$ cat src/rtl/game_pkg.sv
// game_pkg: shared definitions for the DX-Ball game-flow controller.
// Holds the 3-bit state/status encoding (so the HUD can decode the status
// bus) and the default frame counts for the serve countdown and the hold
// period after a life loss or level clear.
package game_pkg;

  localparam int STATUS_W = 3;

  localparam logic [STATUS_W-1:0] ST_INIT  = 3'd0;
  localparam logic [STATUS_W-1:0] ST_SERVE = 3'd1;
  localparam logic [STATUS_W-1:0] ST_PLAY  = 3'd2;
  localparam logic [STATUS_W-1:0] ST_PAUSE = 3'd3;
  localparam logic [STATUS_W-1:0] ST_LOST  = 3'd4;
  localparam logic [STATUS_W-1:0] ST_CLEAR = 3'd5;
  localparam logic [STATUS_W-1:0] ST_OVER  = 3'd6;
  localparam logic [STATUS_W-1:0] ST_WIN   = 3'd7;

  localparam int DEFAULT_SERVE_FRAMES = 60;
  localparam int DEFAULT_HOLD_FRAMES  = 30;

endpackage : game_pkg

$ cat src/rtl/game_sequencer_frame_timer.sv
// frame_timer: loadable down-counter that only counts on frame ticks.
// Ports:
//   clk        system clock
//   reset      synchronous active-low reset (clears the count)
//   load       load load_val this cycle (wins over counting)
//   load_val   value loaded, i.e. dwell length minus one
//   run        counting enabled (owner is in a timed state)
//   frame_tick one-cycle pulse per video frame
//   expired    high on the frame tick that ends the dwell (count already 0)
module frame_timer #(
  parameter int W = 6
) (
  input  logic         clk,
  input  logic         reset,
  input  logic         load,
  input  logic [W-1:0] load_val,
  input  logic         run,
  input  logic         frame_tick,
  output logic         expired
);

  logic [W-1:0] count_r;

  // Down-counter: load has priority, then decrement on each tick until zero.
  always_ff @(posedge clk) begin
    if (!reset) begin
      count_r <= {W{1'b0}};
    end else if (load) begin
      count_r <= load_val;
    end else if (run && frame_tick && (count_r != {W{1'b0}})) begin
      count_r <= count_r - W'(1);
    end else begin
      count_r <= count_r;
    end
  end

  // A tick seen while the count is already zero is the last frame of the dwell.
  assign expired = run && frame_tick && (count_r == {W{1'b0}});

endmodule : frame_timer

$ cat src/rtl/game_sequencer.sv
// game_sequencer: top-level game-flow controller for the DX-Ball pipeline.
// Sequences INIT -> SERVE (countdown) -> PLAY, with PAUSE, LOST (life loss
// hold), CLEAR (level clear hold), OVER and WIN. Restarts on start from
// OVER/WIN without needing reset.
// Ports:
//   clk, reset       clock and synchronous active-low reset
//   frame_tick       one pulse per video frame; timers advance only on it
//   start            start/restart request
//   pause_req        pause toggle request
//   ball_lost        ball fell below the paddle
//   bricks_cleared   last brick of the level destroyed
//   status           current state encoding (see game_pkg)
//   initialize       hold objects in reset positions (INIT only)
//   play             physics/motion enable (PLAY only)
//   respawn          pulse on the first cycle of every SERVE
//   level_load       pulse on the first cycle of SERVE entered from INIT/CLEAR
//   lives, level     remaining lives and current level index
//   game_won         high while in WIN
module game_sequencer
  import game_pkg::*;
#(
  parameter int START_LIVES  = 3,
  parameter int MAX_LIVES    = 7,
  parameter int LIVES_W      = 3,
  parameter int NUM_LEVELS   = 4,
  parameter int LEVEL_W      = 2,
  parameter int SERVE_FRAMES = DEFAULT_SERVE_FRAMES,
  parameter int HOLD_FRAMES  = DEFAULT_HOLD_FRAMES
) (
  input  logic                clk,
  input  logic                reset,
  input  logic                frame_tick,
  input  logic                start,
  input  logic                pause_req,
  input  logic                ball_lost,
  input  logic                bricks_cleared,
  output logic [STATUS_W-1:0] status,
  output logic                initialize,
  output logic                play,
  output logic                respawn,
  output logic                level_load,
  output logic [LIVES_W-1:0]  lives,
  output logic [LEVEL_W-1:0]  level,
  output logic                game_won
);

  // Counter sized for the longer dwell; kept at least one bit wide so that
  // single-frame dwells still elaborate.
  localparam int MAX_FRAMES = (SERVE_FRAMES > HOLD_FRAMES) ? SERVE_FRAMES : HOLD_FRAMES;
  localparam int TW_RAW     = $clog2(MAX_FRAMES);
  localparam int TW         = (TW_RAW < 1) ? 1 : TW_RAW;

  localparam logic [TW-1:0]      SERVE_LOAD = TW'(SERVE_FRAMES - 1);
  localparam logic [TW-1:0]      HOLD_LOAD  = TW'(HOLD_FRAMES - 1);
  localparam logic [LIVES_W-1:0] LIVES_INIT = LIVES_W'(START_LIVES);
  localparam logic [LIVES_W-1:0] LIVES_MAX  = LIVES_W'(MAX_LIVES);
  localparam logic [LEVEL_W-1:0] LEVEL_LAST = LEVEL_W'(NUM_LEVELS - 1);

  logic [STATUS_W-1:0] state_r;
  logic [STATUS_W-1:0] state_nxt_s;
  logic [LIVES_W-1:0]  lives_r;
  logic [LIVES_W-1:0]  lives_nxt_s;
  logic [LEVEL_W-1:0]  level_r;
  logic [LEVEL_W-1:0]  level_nxt_s;
  logic                respawn_r;
  logic                level_load_r;
  logic                run_s;
  logic                expired_s;
  logic                timed_nxt_s;
  logic                tmr_load_s;
  logic [TW-1:0]       tmr_val_s;
  logic                enter_serve_s;

  frame_timer #(
    .W(TW)
  ) u_timer (
    .clk        (clk),
    .reset      (reset),
    .load       (tmr_load_s),
    .load_val   (tmr_val_s),
    .run        (run_s),
    .frame_tick (frame_tick),
    .expired    (expired_s)
  );

  assign run_s = (state_r == ST_SERVE) || (state_r == ST_LOST) || (state_r == ST_CLEAR);

  // Next-state, lives and level update; at most one lives change per cycle.
  always_comb begin
    state_nxt_s = state_r;
    lives_nxt_s = lives_r;
    level_nxt_s = level_r;
    case (state_r)
      ST_INIT: begin
        lives_nxt_s = LIVES_INIT;
        level_nxt_s = {LEVEL_W{1'b0}};
        if (start) begin
          state_nxt_s = ST_SERVE;
        end else begin
          state_nxt_s = ST_INIT;
        end
      end
      ST_SERVE: begin
        if (expired_s) begin
          state_nxt_s = ST_PLAY;
        end else begin
          state_nxt_s = ST_SERVE;
        end
      end
      ST_PLAY: begin
        // A clear in the same cycle as a loss counts as a clear.
        if (bricks_cleared) begin
          state_nxt_s = ST_CLEAR;
        end else if (ball_lost) begin
          state_nxt_s = ST_LOST;
          if (lives_r != {LIVES_W{1'b0}}) begin
            lives_nxt_s = lives_r - LIVES_W'(1);
          end else begin
            lives_nxt_s = {LIVES_W{1'b0}};
          end
        end else if (pause_req) begin
          state_nxt_s = ST_PAUSE;
        end else begin
          state_nxt_s = ST_PLAY;
        end
      end
      ST_PAUSE: begin
        if (pause_req) begin
          state_nxt_s = ST_PLAY;
        end else begin
          state_nxt_s = ST_PAUSE;
        end
      end
      ST_LOST: begin
        if (expired_s) begin
          if (lives_r == {LIVES_W{1'b0}}) begin
            state_nxt_s = ST_OVER;
          end else begin
            state_nxt_s = ST_SERVE;
          end
        end else begin
          state_nxt_s = ST_LOST;
        end
      end
      ST_CLEAR: begin
        if (expired_s) begin
          if (level_r == LEVEL_LAST) begin
            state_nxt_s = ST_WIN;
          end else begin
            state_nxt_s = ST_SERVE;
            level_nxt_s = level_r + LEVEL_W'(1);
            if (lives_r >= LIVES_MAX) begin
              lives_nxt_s = LIVES_MAX;
            end else begin
              lives_nxt_s = lives_r + LIVES_W'(1);
            end
          end
        end else begin
          state_nxt_s = ST_CLEAR;
        end
      end
      ST_OVER, ST_WIN: begin
        if (start) begin
          state_nxt_s = ST_INIT;
          lives_nxt_s = LIVES_INIT;
          level_nxt_s = {LEVEL_W{1'b0}};
        end else begin
          state_nxt_s = state_r;
        end
      end
      default: begin
        state_nxt_s = ST_INIT;
      end
    endcase
  end

  // Timer reload on every entry into a timed state, including LOST/CLEAR -> SERVE.
  always_comb begin
    timed_nxt_s   = (state_nxt_s == ST_SERVE) || (state_nxt_s == ST_LOST) ||
                    (state_nxt_s == ST_CLEAR);
    tmr_load_s    = timed_nxt_s && (state_nxt_s != state_r);
    enter_serve_s = (state_nxt_s == ST_SERVE) && (state_r != ST_SERVE);
    if (state_nxt_s == ST_SERVE) begin
      tmr_val_s = SERVE_LOAD;
    end else begin
      tmr_val_s = HOLD_LOAD;
    end
  end

  // State, counters and the SERVE-entry pulses.
  always_ff @(posedge clk) begin
    if (!reset) begin
      state_r      <= ST_INIT;
      lives_r      <= LIVES_INIT;
      level_r      <= {LEVEL_W{1'b0}};
      respawn_r    <= 1'b0;
      level_load_r <= 1'b0;
    end else begin
      state_r      <= state_nxt_s;
      lives_r      <= lives_nxt_s;
      level_r      <= level_nxt_s;
      respawn_r    <= enter_serve_s;
      // No brick reload after a life loss; only fresh games and new levels.
      level_load_r <= enter_serve_s && ((state_r == ST_INIT) || (state_r == ST_CLEAR));
    end
  end

  assign status     = state_r;
  assign initialize = (state_r == ST_INIT);
  assign play       = (state_r == ST_PLAY);
  assign game_won   = (state_r == ST_WIN);
  assign respawn    = respawn_r;
  assign level_load = level_load_r;
  assign lives      = lives_r;
  assign level      = level_r;

endmodule : game_sequencer

$ cat config.mk
export PLATFORM = sky130hd
export DESIGN_NAME = game_sequencer
export DESIGN_NICKNAME = d
export VERILOG_FILES = /design/src/rtl/game_pkg.sv /design/src/rtl/game_sequencer_frame_timer.sv /design/src/rtl/game_sequencer.sv
export SDC_FILE = /design/constraint.sdc
export NUM_CORES = 1
export LEC_CHECK = 0
export CAP_MARGIN = 5
export CORE_ASPECT_RATIO = 1.25
export CORE_MARGIN = 4
export CORE_UTILIZATION = 52
export CTS_CLUSTER_SIZE = 28
export DETAILED_ROUTE_END_ITERATION = 10
export HOLD_SLACK_MARGIN = 0.12
export PLACE_DENSITY = 0.9
export SYNTH_ARGS = -nofsm -noshare
export SYNTH_HDL_FRONTEND = slang
export SYNTH_SLANG_ARGS = --single-unit
$ cat constraint.sdc
create_clock -name clk -period 2.5 [get_ports clk]
set_clock_uncertainty 0.05 [all_clocks]
set_input_delay 0.5 -clock clk [delete_from_list [all_inputs] [get_ports clk]]
set_output_delay 0.5 -clock clk [all_outputs]
set_load 0.01 [all_outputs]
Word-level counts from Yosys, hierarchy flattened
Cells that the tools add are included.
Widths: inputs -> output; s select.
{"block": "word_totals", "input_bits": 7, "reg_bits": 16, "out_inout_bits": 13}
{"block": "classes", "addsub": 4, "order_cmp": 1, "n_reduce_logical": 22, "n_eq_ne": 18, "mux": 27}
{"op": "$mux 3", "count": 14}
{"op": "$pmux 3 s7", "count": 1}
{"op": "$eq 3x3->1 const B", "count": 6}
{"op": "$mux 6", "count": 3}
{"op": "$pmux 3 s4", "count": 1}
{"op": "$ne 2x2->1 const B", "count": 5}
{"op": "$mux 2", "count": 4}
{"op": "$eq 3x1->1 const B", "count": 2}
{"op": "$eq 3x2->1 const B", "count": 2}
{"op": "$logic_and 1x1->1", "count": 6}
{"op": "$logic_not 3->1", "count": 2}
{"op": "$logic_not 6->1", "count": 1}
{"op": "$pmux 2 s3", "count": 1}
{"op": "$reduce_and 6->1", "count": 1}
{"op": "$reduce_bool 3->1", "count": 2}
{"op": "$reduce_bool 6->1", "count": 1}
{"op": "$sub 6x1->6 const B", "count": 1}
{"op": "$logic_or 1x1->1", "count": 5}
{"op": "$reduce_and 4->1", "count": 1}
{"op": "$reduce_bool 4->1", "count": 1}
{"op": "$add 3x1->3 const B", "count": 1}
{"op": "$ge 3x3->1 const B", "count": 1}
{"op": "$mux 1", "count": 3}
{"op": "$ne 3x1->1 const B", "count": 1}
{"op": "other kinds (6)", "count": 6}

Depth between registers and ports, before layout
{"block": "depth", "depth_word": 12, "depth_mapped": 9}

By module
From an unflattened synthesis, not the netlist that was laid out.
{"block": "unflattened", "hier_cells": 147, "hier_area_um2": 1161.1}
{"mod": "game_sequencer", "instances": 1, "seq_area_each_um2": 200.2, "area_each_um2": 784.5, "cells_each": 104}
{"mod": "frame_timer", "instances": 1, "seq_area_each_um2": 120.1, "area_each_um2": 376.6, "cells_each": 43}

Worst setup path before layout
OpenSTA, ideal clock, no wires.
{"block": "synth_path", "kind": "register to register", "from": "register lives_r[0] (netlist: lives[0])", "to": "register u_timer.count_r[5]", "synth_period_minus_slack_ns": 2.126, "t_required_ns": 2.346, "path_stages_with_launch": 10, "t_arrival_ns": 1.972, "path_slack_ns": 0.374, "n_path_buf": 0, "cell_sequence": "dfxtp_1 > inv_1 > ha_1 > nor2b_1 > a22oi_1 > o31ai_2 > nand2b_2 > nor3b_2 > a21oi_2 > a2111oi_2"}
{"block": "synth_between", "elab_chain_len": 9, "elab_cells_between_ends": 14, "classes_between": "4 x eq/ne; 5 x mux; 5 x reduce/logical"}
{"item": "start, declared", "line_no": "game_sequencer.sv:61", "text": "logic [LIVES_W-1:0] lives_r;"}
{"item": "start signal, assigned", "line_no": "game_sequencer.sv:200", "text": "lives_r <= lives_nxt_s;"}
{"item": "$logic_not 3->1 (*)", "line_no": "game_sequencer.sv:136", "text": "if (lives_r == {LIVES_W{1'b0}}) begin"}
{"item": "$mux 3 (*)", "line_no": "game_sequencer.sv:136"}
{"item": "$mux 3 (*)", "line_no": "game_sequencer.sv:135", "text": "if (expired_s) begin"}
{"item": "$pmux 3 s7 (*)", "line_no": "game_sequencer.sv:93", "text": "case (state_r)"}
{"item": "$eq 3x1->1 or $eq 3x3->1 (tied branches)", "line_no": "game_sequencer.sv:179, game_sequencer.sv:183"}
{"item": "$logic_or 1x1->1 (2 in a row)", "line_no": "game_sequencer.sv:179", "text": "timed_nxt_s = (state_nxt_s == ST_SERVE) || (state_nxt_s == ST_LOST) ||"}
{"item": "$logic_and 1x1->1", "line_no": "game_sequencer.sv:181", "text": "tmr_load_s = timed_nxt_s && (state_nxt_s != state_r);"}
{"item": "$mux 6 or $reduce_bool 2->1 (tied branches)"}
{"item": "end signal, assigned", "line_no": "game_sequencer_frame_timer.sv:27", "text": "count_r <= {W{1'b0}};"}
{"item": "end signal, assigned", "line_no": "game_sequencer_frame_timer.sv:29", "text": "count_r <= load_val;"}
{"item": "end signal, assigned", "line_no": "game_sequencer_frame_timer.sv:31", "text": "count_r <= count_r - W'(1);"}
{"item": "end, declared", "line_no": "game_sequencer_frame_timer.sv:22", "text": "logic [W-1:0] count_r;"}
Mark *: on every way between the ends. The rest lies on a longest branch, timed or not.
A chain may end at the register's enable or synchronous reset.

Final worst setup path
{"block": "layout_path", "from": "register state_r[2] (netlist: status[2])", "to": "output play"}
{"block": "layout_between", "elab_chain_len": 1}
{"item": "start, declared", "line_no": "game_sequencer.sv:59", "text": "logic [STATUS_W-1:0] state_r;"}
{"item": "start signal, assigned", "line_no": "game_sequencer.sv:199", "text": "state_r <= state_nxt_s;"}
{"item": "$eq 3x2->1", "line_no": "game_sequencer.sv:210", "text": "assign play = (state_r == ST_PLAY);"}
{"item": "end, declared", "line_no": "game_sequencer.sv:39", "text": "output logic play,"}
No other way between the ends.

==> results.py <==
metrics = {
    "worst_setup_path": {
        "crit_family": "buffers and inverters",
        "path_class": "reg2out",
        "cp_max_fo": 16,
        "cpPeakStageDelay_ns": 0.55,
        "cp_slowest_cell": "clkdlybuf4s50_1",
        "worst-r2r-cell-count": 9,
        "cp.depth": 4,
        "cp.arrival_ns": 1.77,
        "cp.required_ns": 1.95,
        "path_buf_inv": 2,
        "crit_chain": "nor2_1, nand2_1, inv_2, clkdlybuf4s50_1",
        "critPathLaunchType": "flip-flop",
        "cp-end-kind": "primary output",
    },
    "detailed_routing": {
        "routed_wl_um": 3076,
        "drt-wirelength-per-cell_um": 15.08,
        "drtIter0Drc": 57,
        "routed_via_density": 5.931,
        "ant_nets": 0,
        "dr.pass1.iters": 4,
        "vias": 1210,
        "drc_errors": 0,
    },
    "timing": {
        "setup_ws_ns": 0.1777,
        "period_minus_slack_ns": 2.322,
        "finalHoldViolations": 0,
        "fin_crit_sh_pct": 92.89,
        "rsz0062_at_grt": "no",
        "slew_violations": 0,
        "slew_headroom_pct": 59.97,
        "tightest_slew_ns": 0.5953,
        "setup_viol": 0,
        "fmax_mhz": 430.6,
        "whs_ns": 0.4767,
    },
    "placement": {
        "gp_congestion": 0.9633,
        "hpwl_um": 2346,
        "dpl.cell_count": 200,
        "place_ws_ns": -0.04574,
        "io_buffer_count": 19,
    },
    "final_layout": {
        "area_growth_pct": 30.22,
        "final_cell_mix": "clkdlybuf4s50_1 (19), nor2_1 (17), dfxtp_1 (15), buf_4 (13), nand2_1 (12)",
        "drive_gt1_share_pct": 18.39,
        "final_cells": 204,
        "fin_util_pct": 73.14,
        "diodes": 0,
        "nNetsFinal": 189,
        "final_common_cell": "clkdlybuf4s50_1",
    },
    "logic_synthesis": {
        "ys_warn_count": 0,
        "synth_fp_nets": 156,
        "synth_edf_count": 0,
        "syn_inst": 142,
        "async_flop_share_pct": 0,
        "ys_seq_elements": 16,
        "synthDistinctLibCells": 52,
        "ys_seq_area_share_pct": 27.83,
        "synth_ff_type": "dfxtp_1",
        "synth_area_um2": 1151,
        "syn_avg_cell_area_um2": 8.106,
    },
    "clocking": {
        "cts_root_buf": "clkbuf_4",
        "clkTransAtPathRegs_ns": 0.10,
        "clock_latency_ns": 0.29,
        "cts_tree": "built",
        "h-tree-depth": 1,
        "ctsHoldBuffers": 0,
        "cts_buffers": 3,
        "cts_setup_buffers": 0,
        "cts.sinks": 16,
        "clockBufferDepth": 2,
    },
    "job": {
        "maxCapViolations": 0,
    },
    "power": {
        "total_power_uw": 1260,
        "power_density_nw_per_um2": 840.4,
        "ir_worst_vdd_v": 0.0005630,
        "p_leak_uw": 0.0005997,
    },
    "global_route": {
        "busiest_layer": "met2",
        "grt_pass1_wl_um": 5237,
        "overflow": 0,
        "use_met1_pct": 25.19,
        "grt_max_degree": 17,
        "antenna_found_initial": 0,
        "use_met3_pct": 4.668,
        "grt_pass1_vias": 1179,
        "grt_usage_pct": 22.15,
        "gr-usage-met2_pct": 41.60,
    },
    "floorplan": {
        "fp.dieW_um": 50.08,
        "dieArea_um2": 3035,
        "start_util_pct": 56.17,
        "core-area_um2": 2049,
        "die_height_um": 60.61,
        "num_rows": 18,
        "boundaryPins": 20,
    },
    "run_status": {
        "outcome": "completed",
    },
    "worst_hold_path": {
        "hold_class": "reg2reg",
        "hold-path-cell-count": 1,
    },
}
==> cell usage after synthesis (4+ instances only) <==
cell | n | area (um2)
nand2b_1 | 5 | 31.28
o211ai_1 | 4 | 30.03
nor3_1 | 5 | 25.02
nand2_1 | 12 | 45.04
o21ai_1 | 4 | 20.02
o21ai_0 | 5 | 25.02
ha_1 | 7 | 87.58
a21oi_1 | 8 | 40.04
nor2b_1 | 6 | 37.54
nor2_1 | 17 | 63.81
dfxtp_1 | 16 | 320.3
inv_1 | 6 | 22.52
==> registers in the layout, indices dropped and copies added, names as in the netlist <==
name,count
level,2
u_timer.count_r,6
lives,3
respawn,1
status,3
level_load,1
==> power by group <==
| part | switching (uW) | internal (uW) | total, uW |
|---|---|---|---|
| combinational | 344 | 348 | 692 |
| sequential | 73.0 | 316 | 390 |
| clock | 89.6 | 88.7 | 178 |
| total | 507 | 753 | 1260 |
==> worst register-to-register path, cell delays in order (launching register included) <==
cell     delay (ns)
dfxtp_1        0.35
inv_1          0.10
ha_1           0.15
nor2b_1        0.24
and3_1         0.27
nor2_1         0.08
o22ai_2        0.18
and2_1         0.16
nor4b_1        0.33
nor4b_2        0.28
==> layout make-up <==
class / count / area, um2
multi-input cells: 114 / 785.8
fillers: 157 / 550.5
flip-flops and latches: 16 / 321.6
repair buffers: 32 / 287.8
well taps: 30 / 37.54
clock buffers: 4 / 36.28
inverters: 8 / 30.03
==> path summary, 6_finish.rpt <==
path / slack, ns / startpoint / end
hold / removal: 0.48 / level[0] / level[0]
hold reg to reg: 0.48 / level[0] / level[0]
setup reg to reg: 0.23 / u_timer.count_r[0] / level_load
setup / recovery: 0.18 / status[2] / play
==> layer usage <==
layer	up-vias	part of all wire [%]
met5	-	0
met4	0	1.1
met3	4	4.3
met2	30	52
met1	591	42
li1	585	-
==> metrics by stage <==
stage                     cell area, um2   TNS, ns
final                               1499         0
after global routing                1499         0
after CTS                           1489         0
after detailed placement            1453  -0.04574
after global placement              1453         0
after floorplan                     1151         0
==> logic make-up after synthesis <==
logic type | after synthesis | share of synthesized area, %
buffers and inverters | 12 | 4.672
flip-flops | 16 | 27.83
adder cells (fa/ha/maj) | 7 | 7.608
AO/OA/AOI/OAI | 43 | 28.26
XOR/XNOR | 3 | 2.283
AND/OR/NAND/NOR | 61 | 29.35
==> timing repair <==
action	4_1_cts	5_1_grt
endpoints found under the hold margin	0	0
resized for setup	0	3
setup endpoints to repair	0	1
(Power assumes the default switching activity.)
